**src/rtl/pipe_if_id_pkg.sv**
```systemverilog
// Shared types and constants for the IF/ID pipeline register and the
// instruction field decoder.
package pipe_if_id_pkg;

   localparam int unsigned INST_W  = 26;
   localparam int unsigned PC_W    = 16;
   localparam int unsigned CNT_W   = 16;

   localparam int unsigned OPC_W   = 6;
   localparam int unsigned REG_W   = 5;
   localparam int unsigned IMM10_W = 10;
   localparam int unsigned IMM15_W = 15;
   localparam int unsigned IMM20_W = 20;

   localparam int unsigned OPC_LSB = 20;
   localparam int unsigned RD_LSB  = 15;
   localparam int unsigned RN_LSB  = 10;
   localparam int unsigned RM_LSB  = 5;

   typedef logic [INST_W-1:0] inst_t;
   typedef logic [PC_W-1:0]   pc_t;

   // Opcode 0 is NOP, so an all-zero word is a bubble.
   localparam inst_t NOP_INST = INST_W'(0);

endpackage

```
**src/rtl/inst_field_decode.sv**
```systemverilog
// Purely combinational slicer of an instruction word into its fields.
// Fields overlap (rd/imm20, rn/imm15, rm/imm10) and are not qualified by
// opcode; immediates are raw zero-extended slices.
// Ports:
//   inst   - instruction word
//   opcode - inst[25:20]
//   rd     - inst[19:15]
//   rn     - inst[14:10]
//   rm     - inst[9:5]
//   imm10  - inst[9:0]
//   imm15  - inst[14:0]
//   imm20  - inst[19:0]
module inst_field_decode
   import pipe_if_id_pkg::*;
(
   input  inst_t              inst,
   output logic [OPC_W-1:0]   opcode,
   output logic [REG_W-1:0]   rd,
   output logic [REG_W-1:0]   rn,
   output logic [REG_W-1:0]   rm,
   output logic [IMM10_W-1:0] imm10,
   output logic [IMM15_W-1:0] imm15,
   output logic [IMM20_W-1:0] imm20
);

   assign opcode = inst[OPC_LSB +: OPC_W];
   assign rd     = inst[RD_LSB  +: REG_W];
   assign rn     = inst[RN_LSB  +: REG_W];
   assign rm     = inst[RM_LSB  +: REG_W];
   assign imm10  = inst[0 +: IMM10_W];
   assign imm15  = inst[0 +: IMM15_W];
   assign imm20  = inst[0 +: IMM20_W];

endmodule

```
**src/rtl/pipeline_if_id.sv**
```systemverilog
// IF/ID pipeline register: captures the fetched instruction and its PC,
// supports stall (hold) and flush (bubble, flush wins), and presents the
// decoded fields of the registered word to the decode stage.
// Build option: PIPE_IF_ID_PERF_EN adds saturating stall/flush counters.
// Ports:
//   clk          - clock, rising edge
//   rst          - asynchronous reset, active-low
//   q            - instruction word from ROM
//   pc_count     - PC of that instruction
//   stall        - hold current contents
//   flush        - replace contents with a bubble
//   q_new        - registered instruction
//   pc_count_new - registered PC
//   valid        - registered instruction is real (not a bubble)
//   opcode/rd/rn/rm/imm10/imm15/imm20 - combinational slices of q_new
//   stall_cnt    - (PIPE_IF_ID_PERF_EN) stall-only cycles, saturating
//   flush_cnt    - (PIPE_IF_ID_PERF_EN) flush cycles, saturating
module pipeline_if_id
   import pipe_if_id_pkg::*;
(
   input  logic               clk,
   input  logic               rst,
   input  inst_t              q,
   input  pc_t                pc_count,
   input  logic               stall,
   input  logic               flush,
   output inst_t              q_new,
   output pc_t                pc_count_new,
   output logic               valid,
   output logic [OPC_W-1:0]   opcode,
   output logic [REG_W-1:0]   rd,
   output logic [REG_W-1:0]   rn,
   output logic [REG_W-1:0]   rm,
   output logic [IMM10_W-1:0] imm10,
   output logic [IMM15_W-1:0] imm15,
   output logic [IMM20_W-1:0] imm20
`ifdef PIPE_IF_ID_PERF_EN
   ,
   output logic [CNT_W-1:0]   stall_cnt,
   output logic [CNT_W-1:0]   flush_cnt
`endif
);

   // Pipeline register: flush > stall > capture. A flushed slot still
   // carries the incoming PC.
   always_ff @(posedge clk or negedge rst) begin
      if (!rst) begin
         q_new        <= NOP_INST;
         pc_count_new <= PC_W'(0);
         valid        <= 1'b0;
      end else if (flush) begin
         q_new        <= NOP_INST;
         pc_count_new <= pc_count;
         valid        <= 1'b0;
      end else if (!stall) begin
         q_new        <= q;
         pc_count_new <= pc_count;
         valid        <= 1'b1;
      end
   end

   // Field decode of the registered word; no extra pipeline delay.
   inst_field_decode u_decode (
      .inst   (q_new),
      .opcode (opcode),
      .rd     (rd),
      .rn     (rn),
      .rm     (rm),
      .imm10  (imm10),
      .imm15  (imm15),
      .imm20  (imm20)
   );

`ifdef PIPE_IF_ID_PERF_EN
   localparam logic [CNT_W-1:0] CNT_MAX = '1;

   // Saturating event counters; a stall that coincides with a flush is
   // counted only as a flush.
   always_ff @(posedge clk or negedge rst) begin
      if (!rst) begin
         stall_cnt <= CNT_W'(0);
         flush_cnt <= CNT_W'(0);
      end else begin
         if (flush && (flush_cnt != CNT_MAX)) begin
            flush_cnt <= flush_cnt + CNT_W'(1);
         end
         if (stall && !flush && (stall_cnt != CNT_MAX)) begin
            stall_cnt <= stall_cnt + CNT_W'(1);
         end
      end
   end
`else
   // Performance counters are not built in this configuration.
`endif

endmodule

```
**config.mk**
```make
export PLATFORM = sky130hd
export DESIGN_NAME = pipeline_if_id
export DESIGN_NICKNAME = d
export VERILOG_FILES = /design/src/rtl/pipe_if_id_pkg.sv /design/src/rtl/inst_field_decode.sv /design/src/rtl/pipeline_if_id.sv
export SDC_FILE = /design/constraint.sdc
export NUM_CORES = 1
export LEC_CHECK = 0
export ABC_CLOCK_PERIOD_IN_PS = 1950
export BUFFER_PORTS_ARGS = -buffer_cell sky130_fd_sc_hd__buf_2
export CAP_MARGIN = 20
export CORE_ASPECT_RATIO = 0.5
export CORE_UTILIZATION = 45
export DETAILED_ROUTE_END_ITERATION = 6
export PLACE_DENSITY = 0.84
export SYNTH_ARGS = -nofsm -noshare
export SYNTH_HDL_FRONTEND = slang
export SYNTH_SLANG_ARGS = --single-unit
```
**constraint.sdc**
```tcl
create_clock -name clk -period 1.95 [get_ports clk]
set_clock_uncertainty 0.05 [all_clocks]
set_input_delay 0.2925 -clock clk [delete_from_list [all_inputs] [get_ports clk]]
set_output_delay 0.2925 -clock clk [all_outputs]
set_load 0.02 [all_outputs]
```
==> reports/results.txt, run 1 <==
Vias in the first global route - 1331
Top cells by area, synth - dfrtp_1 48%, buf_4 23%, mux2i_1 12%, mux2_4 6.7%, nor2_1 4.4%
Seq/Total Area, Yosys - 48.0%
Synth Register Bits - 43
WP data arrival - 0.90 ns
Clock sink count - 43
GRT Total Usage - 15.5%
Yosys Warn Count - 0
Fmax - 803 MHz
P&R area growth vs syn - 18.4%
GPL Wtd Cong - 0.636
Leakage - 1.65 nW
Critical Path Max Stage Delay - 0.43 ns
Multi-input gate area in the final layout - 594 um^2
Post-synth top area share - 48.0%
Status - complete, no violations
Critical Path RT - 1.61 ns
Number of flops mapped to enable cells by yosys - 0
Setup CP Type - flip-flop to output pin
DRT iter0 DRCs - 23
Crit share post-route - 63.8%
Via/cell ratio - 4.28
Initial antenna violation count - 0
Diodes inserted - 0
Worst path slowest cell - dfrtp_1
Syn Nets - 234
Hold Fails Final Rpt - 0
Maximum number of pins on one net before global-route repair - 29
CTS tree - built
Pre-CTS setup slack - 0.732 ns
Storage cell area - 1080 um^2
Core footprint - 4590 um^2
First-pass iteration count of the detailed router - 2
Pins Over Slew Limit - 0
Post-route ant nets - 0
CP Cell Sequence - buf_2
Synth Instances - 188
Via count - 1481
Clock latency on the worst-skew pair - 0.28 ns
DP HPWL - 3130 um
Utilization after layout - 57.8%
# setup viols final - 0
Setup TNS after final layout - 0 ns
CP Buf/Inv Count - 1
Nets - 326
Chip width - 102 um
CP max FO - 6
Post-layout min period - 1.25 ns
Setup ws final - 0.705 ns
Synth top cells by count - 69 x buf_4, 43 x dfrtp_1, 26 x mux2i_1, 26 x nor2_1, 10 x mux2_4
Starting density of the core - 48.8%
Share of layout cells above drive strength 1 - 65.0%
DRC errors left - 0
Syn Area/Cell - 11.9 um^2
Cell area after synthesis - 2240 um^2
Die Span Y - 51.9 um
MaxCap Viol Count - 0
Crit path max-delay family - flip-flops
H-tree levels - 2
Worst slew margin - 60.6%
Final Routed Wirelength - 4050 um
Hold Slack - 0.181 ns
Synth unique cells - 12
RSZ-0062 raised after global routing - no
Inserted Clock Buffers - 5
Hold Crit Class - input port to flip-flop
Root buf cell - clkbuf_8
Fillcell total - 414
Synth Flop Type - dfrtp_1
Pwr dens - 774 nW/um^2
Most frequent cell after synthesis - buf_4
Global-route wire length before repair - 6110 um
Clock slew seen by the registers of the worst setup and hold paths - 0.08 ns
Port bufs - 154
IO Pins - 155
Asr flop ratio synth - 100%
GR Overflow Total - 0
Synth area leader - dfrtp_1
# rows - 17
Bufs on Longest Clock Path - 2
Peak supply drop - 0.384 mV
Crit end category - output pin
Worst slew pin tran - 0.591 ns
Total power - 2.06 mW
Drt wl/cell - 11.7 um
Die ar. - 5290 um^2
Startpoint types - flip-flop
[cells by family after synthesis]
| family | count (synthesis) | synth area share (%) |
|---|---|---|
| AO/OA/AOI/OAI | 1 | 0.223 |
| flip-flops | 43 | 48.0 |
| AND/OR/NAND/NOR | 27 | 4.97 |
| buffers and inverters | 75 | 25.5 |
| multiplexers | 42 | 21.3 |
[stage by stage]
stage	area, um^2	cells
floorplan	2240	188
global placement	2560	338
detailed placement	2560	338
CTS	2660	346
global route	2660	346
finish	2660	346
[sequential cells by signal, indices dropped and copies added (netlist names)]
register / flops
valid: 1
q_new: 26
pc_count_new: 16
[timing repair]
item,CTS,global route
endpoints found under the hold margin,27,0
resized for setup,0,0
hold buffers,1,0
buffers inserted,0,0
setup endpoints to repair,0,0
[final timing paths]
kind	startpoint	endpoint	slack (ns)	depth (start not counted)
hold reg to reg	pc_count_new[15]	pc_count_new[15]	0.46	1
min in group asynchronous	rst	q_new[15]	0.51	2
setup / recovery	q_new[5]	imm15[5]	0.70	1
hold / removal	pc_count[12]	pc_count_new[12]	0.18	2
max in group asynchronous	rst	q_new[9]	0.71	3
setup reg to reg	pc_count_new[6]	pc_count_new[6]	1.13	1
[final cells by class]
type,count,area share (%)
Clock buffer,6,3.11
Tap cell,66,3.11
Multi-Input combinational cell,70,22.4
Clock inverter,1,0.189
Inverter,1,0.141
Sequential cell,43,40.5
Timing Repair Buffer,159,30.5
[power breakdown]
part / switching, mW / total, mW / internal (mW)
logic: 0.307 / 0.506 / 0.198
registers: 0.0455 / 0.996 / 0.951
clock network: 0.276 / 0.554 / 0.278
[layout by cell type (no fill, tap or decap)]
| master | Yosys | final |
|---|---|---|
| buf_2 | 0 | 154 |
| dfrtp_1 | 43 | 43 |
| mux2i_1 | 26 | 26 |
| nor2_1 | 26 | 26 |
| mux2_4 | 10 | 10 |
| mux2_2 | 6 | 6 |
| clkbuf_8 | 0 | 6 |
| buf_4 | 69 | 4 |
| nand2b_4 | 1 | 1 |
| inv_1 | 1 | 1 |
| a21oi_1 | 1 | 1 |
| clkinv_2 | 0 | 1 |
| dlygate4sd3_1 | 0 | 1 |
[per-layer routing]
| layer | vias up | track usage, % | wire length [um] |
|---|---|---|---|
| li1 | 720 | - | - |
| met1 | 702 | 16.7 | 1630 |
| met2 | 57 | 29.8 | 2170 |
| met3 | 2 | 4.30 | 217 |
| met4 | 0 | 5.00 | 27 |
| met5 | - | 0 | 0 |
(Power assumes the default switching activity.)
==> run 2: changes to the inputs <==
Settings changed: ABC_CLOCK_PERIOD_IN_PS 1950 to 1250, CORE_UTILIZATION 45 to 41, PLACE_DENSITY 0.84 to 0.78.
Clock period 1.95 ns to 1.25 ns, I/O delays scaled along.
==> run 2 against run 1 <==
Net effect: die area rose by 9.5%; worst hold slack worse by 0.11 ns; largest power group unchanged; clock-buffer cell count did not move; clock power increased by 65%; cell area up 1.1%; sequential power is 56% higher; via count up 3.4%; largest cell class unchanged.
==> reports/results.txt, run 2 (synthesized netlist as in run 1, its figures left out) <==
Core footprint - 5090 um^2 (+11%)
CP Cell Sequence - buf_2
Worst slew pin tran - 0.283 ns (-0.308 ns)
Worst hold stages - 2 (unchanged)
Post-layout min period - 1.15 ns
Final Routed Wirelength - 4230 um (+4.4%)
Crit end category - output pin
Pwr dens - 1220 nW/um^2 (+57%)
Port bufs - 154 (unchanged)
RSZ-0062 raised after global routing - no
Nets - 326 (unchanged)
Leakage - 1.66 nW (+0.30%)
Status - complete, no violations
Via/cell ratio - 4.36 (+2.0%)
Die ar. - 5790 um^2 (+9.5%)
Crit path max-delay family - flip-flops
CP Buf/Inv Count - 1 (unchanged)
GR Overflow Total - 0 (unchanged)
Utilization after layout - 52.7% (-5.1 points)
Root buf cell - clkbuf_8
IO Pins - 155 (unchanged)
Fillcell total - 466 (+13%)
Hold Fails Final Rpt - 0 (unchanged)
DP HPWL - 3230 um (+3.1%)
P&R area growth vs syn - 19.7%
Drt wl/cell - 12.0 um (+2.9%)
Storage cell area - 1080 um^2 (unchanged)
DRC errors left - 0 (unchanged)
Crit share post-route - 91.9%
Starting density of the core - 44.1% (-4.8 points)
Setup TNS after final layout - 0 ns (unchanged)
Maximum number of pins on one net before global-route repair - 44 (+52%)
Diodes inserted - 0 (unchanged)
Share of layout cells above drive strength 1 - 65.1% (+0.12 points)
Pins Over Slew Limit - 0 (unchanged)
Multi-input gate area in the final layout - 594 um^2 (unchanged)
Chip width - 107 um (+4.7%)
Hold Crit Class - input port to flip-flop
DRT iter0 DRCs - 41 (+78%)
Global-route wire length before repair - 6180 um (+1.2%)
Clock sink count - 43 (unchanged)
Non-filler cells, final - 351 (+1.4%)
Setup CP Type - flip-flop to output pin
GPL Wtd Cong - 0.688 (+8.2%)
Pre-CTS setup slack - 0.121 ns (-0.612 ns)
MaxCap Viol Count - 0 (unchanged)
Critical Path Max Stage Delay - 0.43 ns (about the same)
# rows - 18 (+1)
# setup viols final - 0 (unchanged)
Top flop regs - q_new x26, pc_count_new x16, valid x1
Clock slew seen by the registers of the worst setup and hold paths - 0.08 ns (about the same)
Startpoint types - flip-flop
CP max FO - 5 (-1)
Worst slew margin - 81.1% (+21 points)
Commonest cells after routing, fill and taps aside - 154 x buf_2, 43 x dfrtp_1, 26 x mux2i_1, 26 x nor2_1, 10 x mux2_4
Initial antenna violation count - 0 (unchanged)
Die Span Y - 54.3 um (+4.6%)
WP data arrival - 0.91 ns (about the same)
First-pass iteration count of the detailed router - 4 (+2)
Worst path slowest cell - dfrtp_1
WP depth - 1 (unchanged)
Most common cell after layout, fill and taps aside - buf_2
Critical Path RT - 1.01 ns (-0.60 ns)
Postcts setup bufs - 0 (unchanged)
CTS tree - built
Setup ws final - 0.101 ns (-0.604 ns)
Clock latency on the worst-skew pair - 0.28 ns (about the same)
H-tree levels - 2 (unchanged)
Peak supply drop - 0.608 mV (+58%)
Fmax - 871 MHz
Max FFs per register - 26 (unchanged)
Post-route ant nets - 0 (unchanged)
Hold Slack - 0.0744 ns (-0.107 ns)
Dpl cells - 342 (+1.2%)
Most flop-heavy register - q_new
R2r worst-path depth - 1 (unchanged)
Via count - 1532 (+3.4%)
GRT Total Usage - 14.2% (-1.3 points)
Vias in the first global route - 1352 (+1.6%)
Bufs on Longest Clock Path - 2 (unchanged)
Inserted Clock Buffers - 5 (unchanged)
run 2: cell count changes in the layout (fill, tap and decap cells not counted):
| cell | previous run | this run |
|---|---|---|
| buf_12 | 0 | 1 |
| buf_4 | 4 | 3 |
| clkinv_2 | 1 | 0 |
| clkinv_4 | 0 | 1 |
| clkinvlp_4 | 0 | 1 |
run 2: report_power, final:
group / leakage [nW] / switching [mW] / total [mW] / internal [mW]
Sequential: 0.544 / 0.0709 / 1.55 / 1.48
Combinational: 1.07 / 0.483 / 0.797 / 0.314
Clock: 0.0474 / 0.463 / 0.914 / 0.451
Total: 1.66 / 1.02 / 3.27 / 2.25
run 2: stage by stage:
step / total power, mW / cell area, um^2
finish: 3.27 / 2680
CTS: 3.33 / 2680
detailed placement: 2.39 / 2570
floorplan: 2.23 / 2240
global placement: 2.37 / 2570
global route: 3.47 / 2680
run 2: cell type report:
type                    instances  area share [%]
clock buffers                   6            3.08
clock inverters                 2           0.606
multi-input cells              70            22.1
inverters                       1           0.140
flip-flops and latches         43            40.1
well taps                      70            3.26
repair buffers                159            30.7
run 2: worst paths after layout:
kind,startpoint,end,slack [ns]
setup reg to reg,pc_count_new[7],pc_count_new[7],0.43
setup / recovery,q_new[10],rn[0],0.10
hold reg to reg,pc_count_new[4],pc_count_new[4],0.46
min in group asynchronous,rst,pc_count_new[0],0.37
max in group asynchronous,rst,q_new[4],0.57
hold / removal,pc_count[13],pc_count_new[13],0.07
run 2: routing by layer:
metal / vias to the layer above / GRT usage [%] / wire length [um]
met5: - / 0 / 0
met4: 0 / 4.57 / 46
met3: 4 / 3.93 / 219
met2: 58 / 26.9 / 2300
met1: 754 / 16.1 / 1660
li1: 716 / - / -
run 2: repair_timing:
action / CTS / global route
hold endpoints to repair: 43 / 0
endpoints found under the setup margin: 0 / 0
resized for setup: 0 / 0
hold buffers: 1 / 0
==> run 3: changes to the inputs <==
Settings changed: SETUP_SLACK_MARGIN set to 0.15.
==> run 3 against run 2 <==
Net effect: setup slack lost 0.0071 ns; clock-buffer cell count shrank 1; global-route usage grew 1.3 points; critical path type unchanged; die area is the same; register-to-register slack lost 0.13 ns; maximum frequency shrank 0.61%; critical endpoint is now imm15[13]; critical path depth is the same; total power grew 8.2%.
==> reports/results.txt, run 3 (synthesized netlist as in run 1, its figures left out) <==
Status - complete, no violations
Hold Slack - 0.0592 ns (-0.0153 ns)
Pwr dens - 1080 nW/um^2 (-11%)
Inserted Clock Buffers - 5 (unchanged)
First-pass iteration count of the detailed router - 4 (unchanged)
Fillcell total - 382 (-18%)
CP Cell Sequence - buf_4
Crit path max-delay family - flip-flops
Post-route ant nets - 0 (unchanged)
Worst R2R Setup Slack - 0.30 ns (-0.13 ns)
Max FFs per register - 26 (unchanged)
Post-layout min period - 1.16 ns (+0.00709 ns)
Worst slew pin tran - 0.291 ns (+0.00789 ns)
Clock slew seen by the registers of the worst setup and hold paths - 0.09 ns (about the same)
Critical Path Max Stage Delay - 0.45 ns (+0.02 ns)
Global-route wire length before repair - 6640 um (+7.5%)
IO Pins - 155 (unchanged)
Worst path slowest cell - dfrtp_2
GPL Wtd Cong - 0.645 (-6.2%)
Root buf cell - clkbuf_8
Non-filler cells, final - 360 (+2.6%)
Fmax - 865 MHz (-0.61%)
Hold Fails Final Rpt - 0 (unchanged)
Peak supply drop - 0.534 mV (-12%)
Int Pwr - 2.42 mW (+7.7%)
Crit end category - output pin
Nets - 335 (+2.8%)
Starting density of the core - 44.1% (unchanged)
CTS tree - built
Maximum number of pins on one net before global-route repair - 44 (unchanged)
DRC errors left - 0 (unchanged)
Die ar. - 5790 um^2 (unchanged)
P&R area growth vs syn - 45.8%
Setup CP Type - flip-flop to output pin
Most common cell after layout, fill and taps aside - buf_6
Most flop-heavy register - q_new
Bufs on Longest Clock Path - 2 (unchanged)
Clock sink count - 43 (unchanged)
Crit share post-route - 92.5% (+0.57 points)
Startpoint types - flip-flop
Via/cell ratio - 4.43 (+1.5%)
Comb pwr share - 29.3% (+4.9 points)
Pins Over Slew Limit - 0 (unchanged)
Hold Crit Class - input port to flip-flop
WP data arrival - 0.92 ns (about the same)
DRT iter0 DRCs - 47 (+15%)
RSZ-0062 raised after global routing - yes
Dpl cells - 342 (unchanged)
Initial antenna violation count - 0 (unchanged)
Port bufs - 154 (unchanged)
Vias in the first global route - 1398 (+3.4%)
Drt wl/cell - 13.9 um (+15%)
Chip width - 107 um (unchanged)
CP max FO - 5 (unchanged)
Clock latency on the worst-skew pair - 0.29 ns (about the same)
MaxCap Viol Count - 0 (unchanged)
# setup viols final - 0 (unchanged)
Top flop regs - q_new x26, pc_count_new x16, valid x1
Clock power share - 25.4% (-2.6 points)
Via count - 1595 (+4.1%)
Critical Path RT - 1.01 ns (about the same)
Setup TNS after final layout - 0 ns (unchanged)
CP Buf/Inv Count - 1 (unchanged)
Leakage - 1.76 nW (+6.3%)
Core footprint - 5090 um^2 (unchanged)
Commonest cells after routing, fill and taps aside - 66 x buf_6, 53 x buf_2, 47 x buf_4
GR Overflow Total - 0 (unchanged)
Share of layout cells above drive strength 1 - 72.4% (+7.3 points)
# rows - 18 (unchanged)
Final Routed Wirelength - 4990 um (+18%)
Diodes inserted - 0 (unchanged)
H-tree levels - 2 (unchanged)
GRT Total Usage - 15.4% (+1.3 points)
P_sw - 1.11 mW (+9.3%)
Sequential share of power - 45.2% (-2.4 points)
Worst slew margin - 80.6% (-0.51 points)
Sw frac - 31.5% (+0.32 points)
Die Span Y - 54.3 um (unchanged)
==> run 3: cell count changes in the layout (fill, tap and decap cells not counted), sizes merged <==
cell	change
buf	+9
clkbuf	-1
clkinv	-1
clkinvlp	+1
inv	+1
==> run 3: path summary, 6_finish.rpt <==
check,endpoint,cells after the start,start
setup / recovery,imm15[13],1,q_new[13]
hold / removal,pc_count_new[6],2,pc_count[6]
setup reg to reg,pc_count_new[8],2,pc_count_new[8]
hold reg to reg,pc_count_new[15],1,pc_count_new[15]
max in group asynchronous,q_new[13],3,rst
min in group asynchronous,q_new[18],3,rst
==> run 3: metal layers <==
layer	GRT usage, %	part of all wire, %	wire length [um]
met1	16.9	35	1770
met2	29.7	58	2870
met3	3.93	5.8	289
met4	6.85	1.2	58
met5	0	0	0
==> run 3: final cells by class <==
cell class                      instances  area [um^2]  area share [%]
Inverter                                1         3.75           0.115
Clock inverter                          3         23.8           0.727
Timing Repair Buffer                  168         1390            42.6
Clock buffer                            5         68.8            2.11
Tap cell                               70         87.6            2.68
Sequential cell                        43         1100            33.6
Multi-Input combinational cell         70          594            18.2
==> run 3: repair_timing <==
| action | 4_1_cts | 5_1_grt |
|---|---|---|
| endpoints found under the setup margin | 92 | 108 |
| setup buffers | 3 | 6 |
| hold buffers | 1 | 0 |
| hold endpoints to repair | 43 | 0 |
| gates resized for setup | 83 | 102 |
| cloned | 0 | 0 |
==> run 3: stage by stage <==
step           utilization, %  area [um^2]  setup slack, ns  power [mW]
2_1_floorplan               -         2250            0.102        2.23
3_3_place_gp             50.6         2570            0.155        2.37
3_5_place_dp             50.6         2570            0.107        2.39
4_1_cts                  58.0         2950           0.0936        3.40
5_1_grt                  64.2         3270           0.0622        3.71
6_report                 64.2         3270           0.0942        3.53
==> run 3: power groups by stage <==
stage	combinational, mW	clock (mW)	sequential, mW
after floorplan	0.529	0	1.70
after global placement	0.796	0	1.58
after detailed placement	0.806	0	1.58
after CTS	0.906	0.923	1.57
after global routing	1.10	0.999	1.61
final	1.04	0.898	1.60
